File: src/rtl/brick_pkg.sv
// Shared constants, colours and mover state encoding for the brick game datapath.
package brick_pkg;

    localparam int unsigned DEF_X_MAX = 160;
    localparam int unsigned DEF_Y_MAX = 120;
    localparam int unsigned COLOUR_W  = 3;
    localparam int unsigned COORD_W   = 10;

    localparam logic [COLOUR_W-1:0] BLACK = 3'b000;
    localparam logic [COLOUR_W-1:0] WHITE = 3'b111;

    typedef enum logic [2:0] {
        StIdle,
        StErase,
        StMove,
        StSettle,
        StDraw
    } mover_state_e;

    // One axis step, clamped so the position lands exactly on 0 or lim.
    // Arithmetic is one bit wider than a coordinate so the increment cannot wrap.
    function automatic logic [COORD_W-1:0] step_axis(
        input logic [COORD_W-1:0] pos,
        input logic               up,
        input logic [COORD_W:0]   step,
        input logic [COORD_W:0]   lim
    );
        logic [COORD_W:0] wide;
        wide = {1'b0, pos};
        if (up) begin
            return (wide + step > lim) ? COORD_W'(lim) : COORD_W'(wide + step);
        end
        return (wide < step) ? '0 : COORD_W'(wide - step);
    endfunction

endpackage

File: src/rtl/tick_divider.sv
// Frame tick generator: counts enabled clocks and pulses once every TICK_DIV cycles.
module tick_divider #(
    parameter int unsigned TICK_DIV = 833334
) (
    input  logic clk,
    input  logic reset,
    input  logic enable,
    output logic tick
);

    localparam int unsigned   CntW    = (TICK_DIV > 1) ? $clog2(TICK_DIV) : 1;
    localparam logic [CntW-1:0] CntLast = CntW'(TICK_DIV - 1);

    logic [CntW-1:0] cnt_q, cnt_d;

    // Tick at the wrap; counter is held at zero while the game is stopped.
    always_comb begin
        tick  = enable && (cnt_q == CntLast);
        cnt_d = cnt_q + CntW'(1);
        if (!enable || tick) begin
            cnt_d = '0;
        end
    end

    // Counter register.
    always_ff @(posedge clk) begin
        if (reset) begin
            cnt_q <= '0;
        end else begin
            cnt_q <= cnt_d;
        end
    end

endmodule

File: src/rtl/ball_mover.sv
// Ball position owner: steps the ball once per frame tick and erases/redraws the
// SIZE x SIZE square one pixel at a time through a req/ack plot interface.
module ball_mover
    import brick_pkg::*;
#(
    parameter int unsigned          X_MAX       = DEF_X_MAX,
    parameter int unsigned          Y_MAX       = DEF_Y_MAX,
    parameter int unsigned          SIZE        = 4,
    parameter int unsigned          STEP        = 1,
    parameter int unsigned          TICK_DIV    = 833334,
    parameter int unsigned          X_INIT      = 78,
    parameter int unsigned          Y_INIT      = 58,
    parameter logic [COLOUR_W-1:0]  BALL_COLOUR = WHITE
) (
    input  logic                clk,
    input  logic                reset,
    input  logic                enable,
    input  logic                x_du,
    input  logic                y_du,
    output logic [COORD_W-1:0]  x,
    output logic [COORD_W-1:0]  y,
    output logic                draw_req,
    output logic [COORD_W-1:0]  draw_x,
    output logic [COORD_W-1:0]  draw_y,
    output logic [COLOUR_W-1:0] draw_colour,
    input  logic                draw_ack,
    output logic                busy
);

    localparam int unsigned        PixW    = 4;
    localparam logic [PixW-1:0]    PixLast = PixW'(SIZE - 1);
    localparam logic [COORD_W:0]   StepW   = (COORD_W + 1)'(STEP);
    localparam logic [COORD_W:0]   XLim    = (COORD_W + 1)'(X_MAX - SIZE);
    localparam logic [COORD_W:0]   YLim    = (COORD_W + 1)'(Y_MAX - SIZE);

    mover_state_e         state_q, state_d;
    logic [COORD_W-1:0]   x_q, x_d, y_q, y_d;
    logic [PixW-1:0]      px_q, px_d, py_q, py_d;
    logic                 settle_q, settle_d;
    logic                 pending_q, pending_d;
    logic                 draw_req_q, draw_req_d;
    logic [COORD_W-1:0]   draw_x_q, draw_x_d, draw_y_q, draw_y_d;
    logic [COLOUR_W-1:0]  draw_colour_q, draw_colour_d;
    logic                 tick;
    logic                 accept;

    tick_divider #(
        .TICK_DIV (TICK_DIV)
    ) u_tick_divider (
        .clk    (clk),
        .reset  (reset),
        .enable (enable),
        .tick   (tick)
    );

    // Sequencer: pending capture, pixel walk, move and settle, plus registered plot outputs.
    always_comb begin
        state_d       = state_q;
        x_d           = x_q;
        y_d           = y_q;
        px_d          = px_q;
        py_d          = py_q;
        settle_d      = settle_q;
        pending_d     = pending_q;
        draw_x_d      = draw_x_q;
        draw_y_d      = draw_y_q;
        draw_colour_d = draw_colour_q;
        draw_req_d    = 1'b0;
        accept        = draw_req_q && draw_ack;

        // A tick while already pending is simply absorbed.
        if (tick) begin
            pending_d = 1'b1;
        end

        case (state_q)
            StIdle: begin
                if (pending_q) begin
                    state_d   = StErase;
                    pending_d = 1'b0;
                end
            end
            StErase, StDraw: begin
                if (accept) begin
                    if (px_q == PixLast) begin
                        px_d = '0;
                        if (py_q == PixLast) begin
                            py_d    = '0;
                            state_d = (state_q == StErase) ? StMove : StIdle;
                        end else begin
                            py_d = py_q + PixW'(1);
                        end
                    end else begin
                        px_d = px_q + PixW'(1);
                    end
                end
            end
            StMove: begin
                x_d      = step_axis(x_q, x_du, StepW, XLim);
                y_d      = step_axis(y_q, y_du, StepW, YLim);
                settle_d = 1'b0;
                state_d  = StSettle;
            end
            StSettle: begin
                // Two cycles so the direction logic sees the new position first.
                if (settle_q) begin
                    settle_d = 1'b0;
                    state_d  = StDraw;
                end else begin
                    settle_d = 1'b1;
                end
            end
            default: begin
                state_d = StIdle;
            end
        endcase

        // Plot outputs are registered from the next state so ack never reaches req directly.
        if (state_d == StErase || state_d == StDraw) begin
            draw_req_d    = 1'b1;
            draw_x_d      = x_q + COORD_W'(px_d);
            draw_y_d      = y_q + COORD_W'(py_d);
            draw_colour_d = (state_d == StErase) ? BLACK : BALL_COLOUR;
        end
    end

    // State and datapath registers; reset starts a full redraw at the home position.
    always_ff @(posedge clk) begin
        if (reset) begin
            state_q       <= StDraw;
            x_q           <= COORD_W'(X_INIT);
            y_q           <= COORD_W'(Y_INIT);
            px_q          <= '0;
            py_q          <= '0;
            settle_q      <= 1'b0;
            pending_q     <= 1'b0;
            draw_req_q    <= 1'b0;
            draw_x_q      <= '0;
            draw_y_q      <= '0;
            draw_colour_q <= '0;
        end else begin
            state_q       <= state_d;
            x_q           <= x_d;
            y_q           <= y_d;
            px_q          <= px_d;
            py_q          <= py_d;
            settle_q      <= settle_d;
            pending_q     <= pending_d;
            draw_req_q    <= draw_req_d;
            draw_x_q      <= draw_x_d;
            draw_y_q      <= draw_y_d;
            draw_colour_q <= draw_colour_d;
        end
    end

    assign x           = x_q;
    assign y           = y_q;
    assign draw_req    = draw_req_q;
    assign draw_x      = draw_x_q;
    assign draw_y      = draw_y_q;
    assign draw_colour = draw_colour_q;
    assign busy        = (state_q != StIdle);

endmodule

File: config.mk
export PLATFORM = sky130hd
export DESIGN_NAME = ball_mover
export DESIGN_NICKNAME = d
export VERILOG_FILES = /design/src/rtl/brick_pkg.sv /design/src/rtl/tick_divider.sv /design/src/rtl/ball_mover.sv
export SDC_FILE = /design/constraint.sdc
export NUM_CORES = 1
export LEC_CHECK = 0
export ABC_AREA = 1
export CAP_MARGIN = 30
export CORE_MARGIN = 2
export CORE_UTILIZATION = 30
export DETAILED_ROUTE_END_ITERATION = 12
export PLACE_DENSITY = 0.51
export SLEW_MARGIN = 15
export SYNTH_ARGS = -nofsm -noshare
export SYNTH_HDL_FRONTEND = slang
export SYNTH_HIERARCHICAL = 1
export SYNTH_SLANG_ARGS = --single-unit
File: constraint.sdc
create_clock -name clk -period 2.9 [get_ports clk]
set_input_delay 0.435 -clock clk [delete_from_list [all_inputs] [get_ports clk]]
set_output_delay 0.435 -clock clk [all_outputs]
set_load 0.05 [all_outputs]
## After elaboration in Yosys (flattened, before gate mapping)

Cells that the tools add are included.

- Reductions and logical operators: 10
- Eq/ne operators: 9
- $add $sub $neg: 9
- $lt $le $gt $ge: 4
- Mux-type cells: 33

Operators by type and width:

| kind | count |
|---|---|
| 10-bit two-way mux | 8 |
| 4-bit two-way mux | 7 |
| 10-bit by 1-bit adder with 11-bit output, second input constant | 2 |
| 10-bit by 4-bit adder with 10-bit output | 2 |
| 20-bit by 1-bit adder with 20-bit output, second input constant | 1 |
| 20-bit equality test, second input constant | 1 |
| 10-bit by 1-bit < comparator with 1-bit output, second input constant | 2 |
| 10-bit by 1-bit subtractor with 10-bit output, second input constant | 2 |
| 3-bit two-way mux | 6 |
| 3-bit one-hot mux with 4 select lines | 1 |
| 11-bit by 7-bit > comparator with 1-bit output, second input constant | 1 |
| 11-bit by 8-bit > comparator with 1-bit output, second input constant | 1 |
| 1-bit two-way mux | 9 |
| 4-bit by 1-bit adder with 4-bit output, second input constant | 2 |
| 4-bit by 2-bit equality test with 1-bit output, second input constant | 2 |
| 3-bit by 1-bit equality test with 1-bit output, second input constant | 2 |
| 3-bit by 2-bit equality test with 1-bit output, second input constant | 2 |
| 3-bit equality test, second input constant | 2 |
| 2-bit OR reduction | 2 |
| 3-bit zero test | 1 |
| 3-bit nonzero test | 1 |
| 1-bit logical AND | 2 |
| 1-bit logical OR | 2 |
| 2-bit two-way mux | 1 |
| other kinds (3) | 3 |

- Output and inout bits: 45
- Register bits after elaboration: 77

## Logic depth before layout (Yosys ltp)

- Depth after elaboration: 9
- Mapped depth: 18
- Depth with buffers taken out: 18

## Modules after synthesis

The synthesis kept the hierarchy.

Modules (own cells, without submodules):

| module | area each (µm²) | times used | cells an instance | seq. area each (µm²) |
|---|---|---|---|---|
| ball_mover | 3638.5 | 1 | 544 | 1101.1 |
| tick_divider | 1119.8 | 1 | 178 | 400.4 |

## Worst setup path before layout

OpenSTA, ideal clock, no wires.

- Path kind: reg-to-reg
- Start: register draw_req_q (netlist: draw_req)
- End: register draw_y_q[7] (netlist: draw_y[7])
- Setup time: 0.114 ns
- Stages on the path, launching flop included: 18
- Arrival: 2.504 ns
- Slack: 0.281 ns
- Required time: 2.786 ns
- Path through: dfxtp_1 nand2_1 inv_1 nand2_1 nor2_4 inv_1 o21ai_0 nand2_1 ha_1 nand3_1 nand2_1 nand2_1 a21oi_1 nand2_1 nand2_1 nand3_1 nand2_1 nor2_1

RTL lines:

| what | line | source |
|---|---|---|
| start: declaration | ball_mover.sv:41 | `logic draw_req_q, draw_req_d;` |
| start signal: assignment | ball_mover.sv:149 | `draw_req_q <= draw_req_d;` |
| 1-bit logical AND | ball_mover.sv:69 | `accept = draw_req_q && draw_ack;` |
| 4-bit two-way mux | ball_mover.sv:84 | `if (accept) begin` |
| 4-bit two-way mux | ball_mover.sv:76 | `case (state_q)` |
| via py_d[2] | ball_mover.sv:38 | `logic [PixW-1:0] px_q, px_d, py_q, py_d;` |
| 10-bit by 4-bit adder with 10-bit output | ball_mover.sv:122 | `draw_y_d = y_q + COORD_W'(py_d);` |
| end signal: assignment | ball_mover.sv:151 | `draw_y_q <= draw_y_d;` |
| end: declaration | ball_mover.sv:42 | `logic [COORD_W-1:0] draw_x_q, draw_x_d, draw_y_q, draw_y_d;` |

The timed path passes the listed nets, and every way through them passes these cells.
A chain may end at the register's enable or synchronous reset.

## Worst setup path after layout

- Start: register px_q[0]
- End: register draw_y_q[4] (netlist: draw_y[4])

RTL lines:

| what | line | source |
|---|---|---|
| start: declaration | ball_mover.sv:38 |  |
| start signal: assignment | ball_mover.sv:145 | `px_q <= px_d;` |
| 4-bit by 2-bit equality test with 1-bit output | ball_mover.sv:85 | `if (px_q == PixLast) begin` |
| 4-bit two-way mux | ball_mover.sv:85 |  |
| 4-bit two-way mux | ball_mover.sv:84 |  |
| 4-bit two-way mux | ball_mover.sv:76 |  |
| via py_d[0] | ball_mover.sv:38 |  |
| 10-bit by 4-bit adder with 10-bit output | ball_mover.sv:122 |  |

The timed path passes the listed nets, and every way through them passes these cells.

==> flow_metrics.env <==
export IMPL_status="finished, final reports clean"
export IMPL_leakage_nw=2.443
export IMPL_seq_area_frac_synth_pct=31.55
export IMPL_die_y_um=129.9
export IMPL_syn_num_nets=746
export IMPL_total_power_w=0.002263
export IMPL_drt_iter0_markers=231
export IMPL_max_freq_ghz=0.3791
export IMPL_via_per_inst=4.545
export IMPL_p_int_w=0.001709
export IMPL_port_buffers=50
export IMPL_cp_cell_sequence="ha_1 > inv_1 > nor3_4 > inv_1 > nor2_4 > or2_2 > inv_1 > a21oi_1 > ha_1 > fa_1 > a21oi_1 > o21ai_0 > buf_4 > xor2_1 > a21oi_1"
export IMPL_cts_buffers=9
export IMPL_p_per_area_nw_per_um2=389.1
export IMPL_setup_tns_ns=0
export IMPL_dpl_hpwl_mm=9.527
export IMPL_finalCriticalPeriod_ns=2.638
export IMPL_nNetsFinal=806
export IMPL_rsz0062_at_grt="false"
export IMPL_endpoint_kind="register"
export IMPL_antenna_cells=0
export IMPL_crit_start="px_q[0]"
export IMPL_start_util_pct=30.28
export IMPL_drt_wl_total_mm=12.88
export IMPL_final_max_slew_violation_count=0
export IMPL_ant_nets=0
export IMPL_synth_seq_cells=75
export IMPL_final_cells=1002
export IMPL_p_comb_share_pct=7.9
export IMPL_die_area_um2=16880
export IMPL_tightest_slew_ns=0.6176
export IMPL_finalSetupViolCount=0
export IMPL_antenna_found_initial=0
export IMPL_synth_area_um2=4758
export IMPL_max_cap_violations=0
export IMPL_clkTransAtPathRegs_ns=0.06
export IMPL_regToRegStartpoint="px_q[0]"
export IMPL_grt_total_usage_pct=16.43
export IMPL_overflow=0
export IMPL_syn_area_per_cell_um2=6.590
export IMPL_yosysWarnings=6
export IMPL_cts_tree="done"
export IMPL_die_x_um=129.9
export IMPL_max_slew_margin_rel_pct=58.78
export IMPL_hold_start="draw_x[6]"
export IMPL_htree_levels=3
export IMPL_slowest_delay_ns=0.39
export IMPL_core_rowCount=46
export IMPL_drc=0
export IMPL_ioPinCount=51
export IMPL_clock_path_buffers=2
export IMPL_crit_path_start_kind="register"
export IMPL_area_growth_pct=22.25
export IMPL_ir_worst_vdd_mv=0.2578
export IMPL_cts_sinks=75
export IMPL_sequentialPowerShare_pct=46.7
export IMPL_fin_skew_ns=0.009933
export IMPL_drive_above_1_share_pct=9.669
export IMPL_clock_latency_ns=0.35
export IMPL_utilization_pct=37.02
export IMPL_cp_arrival_ns=2.91
export IMPL_swShare_pct=24.47
export IMPL_syn_inst=722
export IMPL_routedWlPerCell_um=12.86
export IMPL_cts_root_buffer="clkbuf_16"
export IMPL_ys_types=37
export IMPL_grt_first_pass_wirelength_mm=21.65
export IMPL_worstPathRequired_ns=3.17
export IMPL_core_um2=15710
export IMPL_postCtsHoldBufs=0
export IMPL_grt_pass1_vias=4355
export IMPL_first_pass_iters=5
export IMPL_clock_power_share_pct=45.4
export IMPL_gp_congestion=0.8597
export IMPL_worstPathMaxFanout=7
export IMPL_slowest_stage="fa_1"
export IMPL_placed_cells=985
export IMPL_whs_ns=0.4659
export IMPL_hold_viol=0
export IMPL_period_share_pct=90.95
export IMPL_vias=4554
export IMPL_grt_max_degree=28
export IMPL_path_class="register to register"
export IMPL_hp_class="register to register"
export IMPL_p_switching_w=0.0005538
[path summary, 6_finish.rpt]
path | to | depth (start not counted) | slack, ns
max reg2reg | draw_y[4] | 15 | 0.26
min | draw_x[6] | 2 | 0.47
max | draw_y[4] | 15 | 0.26
min reg2reg | draw_x[6] | 2 | 0.47
[logic make-up after synthesis]
kind of cell | Yosys count | share of synthesized area, %
flip-flops | 75 | 31.55
adder cells (fa/ha/maj) | 18 | 5.049
XOR/XNOR | 32 | 5.890
buffers and inverters | 120 | 10.83
AND/OR/NAND/NOR | 358 | 33.24
AO/OA/AOI/OAI | 119 | 13.44
[placed cells by master, fill, tap and decap left out, types with 2 or more instances in the layout]
cell type | Yosys | final
nor2_1 | 93 | 93
o21bai_1 | 5 | 5
ha_1 | 16 | 16
a211oi_1 | 4 | 4
o21ai_1 | 5 | 7
nor2_2 | 8 | 8
dfxtp_1 | 75 | 74
a21oi_1 | 56 | 56
nand4_1 | 16 | 16
o21ai_0 | 39 | 37
o22ai_1 | 3 | 3
o211ai_1 | 2 | 2
xor2_1 | 26 | 26
clkdlybuf4s50_1 | 0 | 50
clkbuf_1 | 6 | 3
nand2_2 | 8 | 9
nand3_1 | 48 | 48
inv_2 | 5 | 5
nand2_1 | 164 | 163
nor3_2 | 3 | 3
inv_1 | 90 | 90
a21oi_2 | 2 | 2
a31oi_1 | 2 | 2
or2_2 | 4 | 4
buf_4 | 7 | 24
xnor2_1 | 6 | 6
fa_1 | 2 | 2
nor3_1 | 4 | 4
nand3_2 | 5 | 5
clkbuf_16 | 0 | 9
[critical path: cells and delay by family, from the launching register on]
kind	cells	cell delay (ns)
AND/OR/NAND/NOR	3	0.38
XOR/XNOR	1	0.13
AO/OA/AOI/OAI	4	0.46
buffers and inverters	4	0.46
adder cells (fa/ha/maj)	3	0.79
flip-flops	1	0.33
[cells in the mapped netlist]
master | number | share of area [%]
a211oi_1 | 4 | 0.63
a21oi_1 | 56 | 5.9
a21oi_2 | 2 | 0.37
a31oi_1 | 2 | 0.26
buf_1 | 1 | 0.079
buf_2 | 7 | 0.74
buf_4 | 7 | 1.1
buf_6 | 4 | 0.95
clkbuf_1 | 6 | 0.47
dfxtp_1 | 75 | 32
fa_1 | 2 | 0.84
ha_1 | 16 | 4.2
inv_1 | 90 | 7.1
inv_2 | 5 | 0.39
nand2_1 | 164 | 13
nand2_2 | 8 | 1.1
nand2_4 | 1 | 0.24
nand3_1 | 48 | 5.0
nand3_2 | 5 | 1.1
nand4_1 | 16 | 2.1
nor2_1 | 93 | 7.3
nor2_2 | 8 | 1.1
nor2_4 | 1 | 0.24
nor3_1 | 4 | 0.42
nor3_2 | 3 | 0.63
nor3_4 | 1 | 0.34
nor4_1 | 1 | 0.13
o211ai_1 | 2 | 0.32
o21a_1 | 1 | 0.16
o21ai_0 | 39 | 4.1
o21ai_1 | 5 | 0.53
o21bai_1 | 5 | 0.79
o22ai_1 | 3 | 0.39
or2_0 | 1 | 0.13
or2_2 | 4 | 0.53
xnor2_1 | 6 | 1.1
xor2_1 | 26 | 4.8
[timing repair]
action,4_1_cts,5_1_grt
endpoints found under the setup margin,0,7
setup buffers,0,2
gates resized for setup,0,4
[layout make-up]
type                            count  area [um2]
Fill cell                        1733        9896
Multi-Input combinational cell    527        2744
Timing Repair Buffer               74       680.7
Clock inverter                      2       12.51
Inverter                           95       356.6
Clock buffer                       13       250.2
Sequential cell                    75        1503
Tap cell                          216       270.3
[power groups by stage]
stage          Combinational, W  Sequential (W)  Clock (W)
2_1_floorplan         0.0000728         0.00112          0
6_report               0.000180         0.00106    0.00103
5_1_grt                0.000198         0.00106    0.00111
3_3_place_gp           0.000180         0.00108          0
4_1_cts                0.000180         0.00106    0.00107
3_5_place_dp           0.000179         0.00108          0
[per-stage QoR]
stage,setup slack [ns],instance area [um2]
2_1_floorplan,0.2814,4758
3_3_place_gp,-0.1013,5535
3_5_place_dp,-0.1227,5535
4_1_cts,0.1519,5798
5_1_grt,0.02032,5817
6_report,0.2624,5817
[flip-flops by register name, indices dropped and copies added, names as in the netlist, 3 cells and up]
signal and cells:
draw_y 10, py_q 4, draw_x 10, x 10
px_q 4, y 10, u_tick_divider/cnt_q 20, state_q 3
[per-layer routing]
| metal | wire length [um] | GRT usage [%] | part of all wire, % |
|---|---|---|---|
| met1 | 6597 | 22.95 | 51 |
| met2 | 5492 | 24.88 | 43 |
| met3 | 644 | 4.346 | 5.0 |
| met4 | 148 | 4.807 | 1.1 |
| met5 | 0 | 0 | 0 |
Note: power is estimated with default switching activity, not from simulation.
